<file path="src/rtl/bus_xfer_ctrl.sv">
// Front-panel bus-transfer sequencer: debounces go, then runs one
// DRIVE -> CAPTURE -> DONE transfer per press from a source (or switches) to a sink.
module bus_xfer_ctrl #(
    parameter int DW        = 8,
    parameter int NMOD      = 10,
    parameter int SELW      = 4,
    parameter int DB_CYCLES = 65535
) (
    input  logic                 CLK,
    input  logic                 RESET,
    input  logic                 go,
    input  logic                 HLT,
    input  logic [SELW-1:0]      src_sel,
    input  logic [SELW-1:0]      dst_sel,
    input  logic                 prog_mode,
    input  logic [DW-1:0]        prog_data,
    input  logic [NMOD*DW-1:0]   src_data,
    output logic [NMOD-1:0]      oe,
    output logic [NMOD-1:0]      we,
    output logic [DW-1:0]        bus_out,
    output logic                 busy,
    output logic                 done,
    output logic                 err,
    output logic [7:0]           xfer_cnt
);

    localparam int            CW      = $clog2(DB_CYCLES);
    localparam logic [CW-1:0] DB_LAST = CW'(DB_CYCLES - 1);
    localparam logic [SELW:0] NMOD_W  = (SELW + 1)'(NMOD);

    typedef enum logic [1:0] {
        IDLE    = 2'd0,
        DRIVE   = 2'd1,
        CAPTURE = 2'd2,
        DONE    = 2'd3
    } state_t;

    state_t            state;
    logic              go_meta;
    logic              go_s;
    logic              go_db;
    logic              go_db_q;
    logic [CW-1:0]     db_cnt;
    logic [SELW-1:0]   src_q;
    logic [SELW-1:0]   dst_q;
    logic              pm_q;
    logic [DW-1:0]     pd_q;
    logic              start;
    logic              req_ok;

    // Out-of-range selects decode to all-zero so a bad index can never strobe a module.
    function automatic logic [NMOD-1:0] onehot(input logic [SELW-1:0] sel);
        logic [NMOD-1:0] res;
        res = '0;
        for (int i = 0; i < NMOD; i++) begin
            res[i] = ({1'b0, sel} == (SELW + 1)'(i));
        end
        return res;
    endfunction

    function automatic logic [DW-1:0] src_mux(input logic [NMOD*DW-1:0] data,
                                              input logic [SELW-1:0]    sel);
        logic [DW-1:0] res;
        res = '0;
        for (int i = 0; i < NMOD; i++) begin
            if ({1'b0, sel} == (SELW + 1)'(i)) begin
                res = data[i*DW +: DW];
            end
        end
        return res;
    endfunction

    assign start  = go_db & ~go_db_q;
    assign req_ok = ({1'b0, dst_sel} < NMOD_W) &&
                    (prog_mode || (({1'b0, src_sel} < NMOD_W) && (src_sel != dst_sel)));

    // Two-flop synchroniser for the raw push button.
    always_ff @(posedge CLK or posedge RESET) begin
        if (RESET) begin
            go_meta <= 1'b0;
            go_s    <= 1'b0;
        end else begin
            go_meta <= go;
            go_s    <= go_meta;
        end
    end

    // Debouncer: go_db follows go_s only after DB_CYCLES consecutive differing cycles.
    always_ff @(posedge CLK or posedge RESET) begin
        if (RESET) begin
            db_cnt  <= '0;
            go_db   <= 1'b0;
            go_db_q <= 1'b0;
        end else begin
            go_db_q <= go_db;
            if (go_s == go_db) begin
                db_cnt <= '0;
            end else if (db_cnt == DB_LAST) begin
                go_db  <= ~go_db;
                db_cnt <= '0;
            end else begin
                db_cnt <= db_cnt + {{(CW-1){1'b0}}, 1'b1};
            end
        end
    end

    // Transfer FSM; all strobes are registered on the transition into their state.
    always_ff @(posedge CLK or posedge RESET) begin
        if (RESET) begin
            state    <= IDLE;
            oe       <= '0;
            we       <= '0;
            bus_out  <= '0;
            busy     <= 1'b0;
            done     <= 1'b0;
            err      <= 1'b0;
            xfer_cnt <= 8'd0;
            src_q    <= '0;
            dst_q    <= '0;
            pm_q     <= 1'b0;
            pd_q     <= '0;
        end else begin
            done <= 1'b0;
            err  <= 1'b0;
            case (state)
                IDLE: begin
                    if (start && !HLT) begin
                        src_q <= src_sel;
                        dst_q <= dst_sel;
                        pm_q  <= prog_mode;
                        pd_q  <= prog_data;
                        if (req_ok) begin
                            state <= DRIVE;
                            busy  <= 1'b1;
                            oe    <= prog_mode ? '0 : onehot(src_sel);
                        end else begin
                            err <= 1'b1;
                        end
                    end
                end
                DRIVE: begin
                    bus_out <= pm_q ? pd_q : src_mux(src_data, src_q);
                    we      <= onehot(dst_q);
                    state   <= CAPTURE;
                end
                CAPTURE: begin
                    oe       <= '0;
                    we       <= '0;
                    done     <= 1'b1;
                    xfer_cnt <= xfer_cnt + 8'd1;
                    state    <= DONE;
                end
                DONE: begin
                    busy  <= 1'b0;
                    state <= IDLE;
                end
                default: begin
                    state <= IDLE;
                    busy  <= 1'b0;
                    oe    <= '0;
                    we    <= '0;
                end
            endcase
        end
    end

endmodule

</file>
<file path="config.mk">
export PLATFORM = sky130hd
export DESIGN_NAME = bus_xfer_ctrl
export DESIGN_NICKNAME = d
export VERILOG_FILES = /design/src/rtl/bus_xfer_ctrl.sv
export SDC_FILE = /design/constraint.sdc
export NUM_CORES = 1
export LEC_CHECK = 0
export CORE_MARGIN = 8
export CORE_UTILIZATION = 50
export CTS_CLUSTER_DIAMETER = 120
export DETAILED_ROUTE_END_ITERATION = 12
export PLACE_DENSITY = 0.95
export SYNTH_ARGS = -nofsm -noshare
export SYNTH_HDL_FRONTEND = slang
export SYNTH_SLANG_ARGS = --single-unit
</file>
<file path="constraint.sdc">
create_clock -name CLK -period 4.54 [get_ports CLK]
set_input_delay 0.908 -clock CLK [delete_from_list [all_inputs] [get_ports CLK]]
set_output_delay 0.908 -clock CLK [all_outputs]
set_load 0.01 [all_outputs]
</file>
==> metrics.cfg <==
[place]
hpwlAfterDp_mm = 10.0
io_buffers = 139
place_ws_ns = 1.63
dpl.cell_count = 658
placed_area_mm2 = 0.00575
gp_congestion = 0.874

[layout]
n_antenna_cell = 0
area_growth_pct = 37.1
finalInstanceArea_mm2 = 0.00593
finalNonFillerCells = 674
final_util_pct = 69.3
nets = 670
drive_above_1_share_pct = 9.01

[job]
max-cap-violations = 0

[drt]
drcViolationCount = 0
via_count = 3759
wire_per_inst_um = 19.2
firstDrtPassIters = 4
ant_nets = 0
drtIter0Drc = 206
via_per_inst = 5.58
drt_wl_total_mm = 12.9

[global_route]
grt_pass1_vias = 3867
grt_pass1_wl_mm = 19.7
antenna_found_initial = 0
grt_max_degree = 60
busiest_layer = met2
met1_usage_pct = 23.9
use_met3_pct = 7.21
grt.overflow.total = 0
grt_usage_pct = 21.2
grtUsageMet2_pct = 37.7

[power]
power_density_mw_per_mm2 = 222
ir_drop_v = 0.000303
switching_power_mw = 0.296
power_switching_share_pct = 22.5
cellInternalPower_mw = 1.02
p_leak_nw = 2.41
combPwrFrac_pct = 11.2
clockPowerShare_pct = 35.6
total_power_mw = 1.31
pwr-share-seq_pct = 53.3

[timing]
tns_ns = 0
hold_viol = 0
tightest_slew_ns = 0.982
min_period_ns = 2.56
rsz0062_at_grt = false
clock_skew_ns = 0.0111
fin_crit_sh_pct = 56.4
timing.fmax_mhz = 391
fin_hold_ws_ns = 0.353
relSlewSlack_pct = 34.5
slew_viol_final = 0
finalSetupViolCount = 0
final.setup.worst_slack_ns = 1.98

[die]
boundaryPins = 140
core_mm2 = 0.00855
die_x_um = 109
dieArea_mm2 = 0.0119
initial_core_util_pct = 50.6
rows = 34
die_height_um = 109

[worst_setup_path]
critical_path_class = primary input to flop
cp_data_arrival_time_ns = 2.78
crit_required_ns = 4.76
crit_path_start = HLT
rr_endpoint = bus_out[2]
r2r-start = src_q[0]
worstRegToRegCells = 5
ff2ff_setup_slack_ns = 2.31
critPathCapture = oe[3]
end_kind = flop
cp_max_fo = 22
start_kind = primary input

[clock_network]
cts.sinks = 78
clkSlewWorstSetupHoldPaths_ns = 0.07
post_cts_buffers = 0
cts_tree = built
root_buffer = clkbuf_8
insertion_delay_ns = 0.34
cts_buffer_depth = 2
h-tree-depth = 3
cts_buffers = 9
ctsResizeCount = 0
hold_buffers = 0

[synth]
synth_warnings = 0
synth_nets = 539
synth_top_area_cell = dfrtp_1
synthTopCellsByCount = 78 x dfrtp_1, 49 x nor2_1, 29 x nand2_1
synth_edf_count = 0
syn_area_per_cell_um2 = 10.1
ys_types = 50
yosysMostFrequentCell = dfrtp_1
ys_seq_elements = 78
syn_inst = 430
synthDominantCellAreaShare_pct = 45.2
ys.flop_type = dfrtp_1
ys_seq_area_share_pct = 45.2
async_flop_share_pct = 100
yosys-top-cells-area = dfrtp_1 45%, mux2i_1 4.9%, nor2_1 4.3%, mux2_2 4.2%, mux2_4 3.5%
netlist_area_mm2 = 0.00432

[worst_hold_path]
min-delay-path-class = flop to flop

[run_status]
status = finished, final reports clean

[cells by family (layout without fill, tap and decap cells)]
family / Yosys count / after routing / synth area share [%]
AO/OA/AOI/OAI: 81 / 81 / 12.8
XOR/XNOR: 26 / 26 / 5.27
adder cells (fa/ha/maj): 8 / 8 / 2.32
buffers and inverters: 47 / 183 / 4.95
flip-flops: 78 / 78 / 45.2
multiplexers: 51 / 51 / 13.8
AND/OR/NAND/NOR: 139 / 139 / 15.7
[how the worst min path moves through the flow]
stage,end,start,cells after the start
finish,go_s,go_meta,0
global route,go_s,go_meta,0
CTS,go_s,go_meta,0
detailed placement,go_s,go_meta,0
global placement,go_s,go_meta,0
floorplan,go_s,go_meta,0
[state kept, by name, indices dropped and copies added (netlist names)]
register  cells
bus_out       8
busy          1
db_cnt       16
done          1
dst_q         4
err           1
go_db         1
go_db_q       1
go_meta       1
go_s          1
oe           10
pd_q          8
pm_q          1
src_q         4
state         2
we           10
xfer_cnt      8
[power groups by stage]
stage	clock, mW	sequential [mW]	combinational, mW
4_1_cts	0.480	0.700	0.148
3_5_place_dp	0	0.714	0.147
2_1_floorplan	0	0.713	0.0443
3_3_place_gp	0	0.714	0.144
6_report	0.467	0.700	0.147
5_1_grt	0.510	0.701	0.158
[placed cells by master (no fill, tap or decap), types with 5 or more instances in the layout]
master	instances
clkdlybuf4s50_1	139
o32ai_1	8
inv_1	25
o211ai_1	7
mux2_2	16
nand3_1	10
dfrtp_1	78
a21oi_1	7
mux2i_1	21
nor2b_1	7
nand2_1	29
nor2_1	49
xor2_1	11
ha_1	8
clkbuf_8	11
a211oi_1	5
o22ai_1	17
mux2_4	10
xnor2_1	15
nor3_1	9
nand2b_1	9
nand4_1	7
o21ai_0	15
[critical path, stage by stage]
cell and delay, ns:
clkdlybuf4s50_1 0.41, nor3b_2 0.22, and2_4 0.35, nand2_1 0.14
o22ai_4 0.40, mux2_4 0.35
[metal layers]
metal	wire length (um)	part of all wire, %	vias to the layer above
met2	6410	50	142
met5	0	0	-
met1	5160	40	1830
met3	1180	9.1	13
li1	-	-	1774
met4	170	1.3	0
[final cells by class]
class | count | area, um2
clock buffer | 13 | 159
clock inverter | 3 | 18.8
fill | 641 | 2620
inverter | 26 | 98.8
multi-input combinational | 305 | 2160
sequential | 78 | 1950
tap | 108 | 135
timing repair buffer | 141 | 1410
Power figures use the tool's default switching activity.
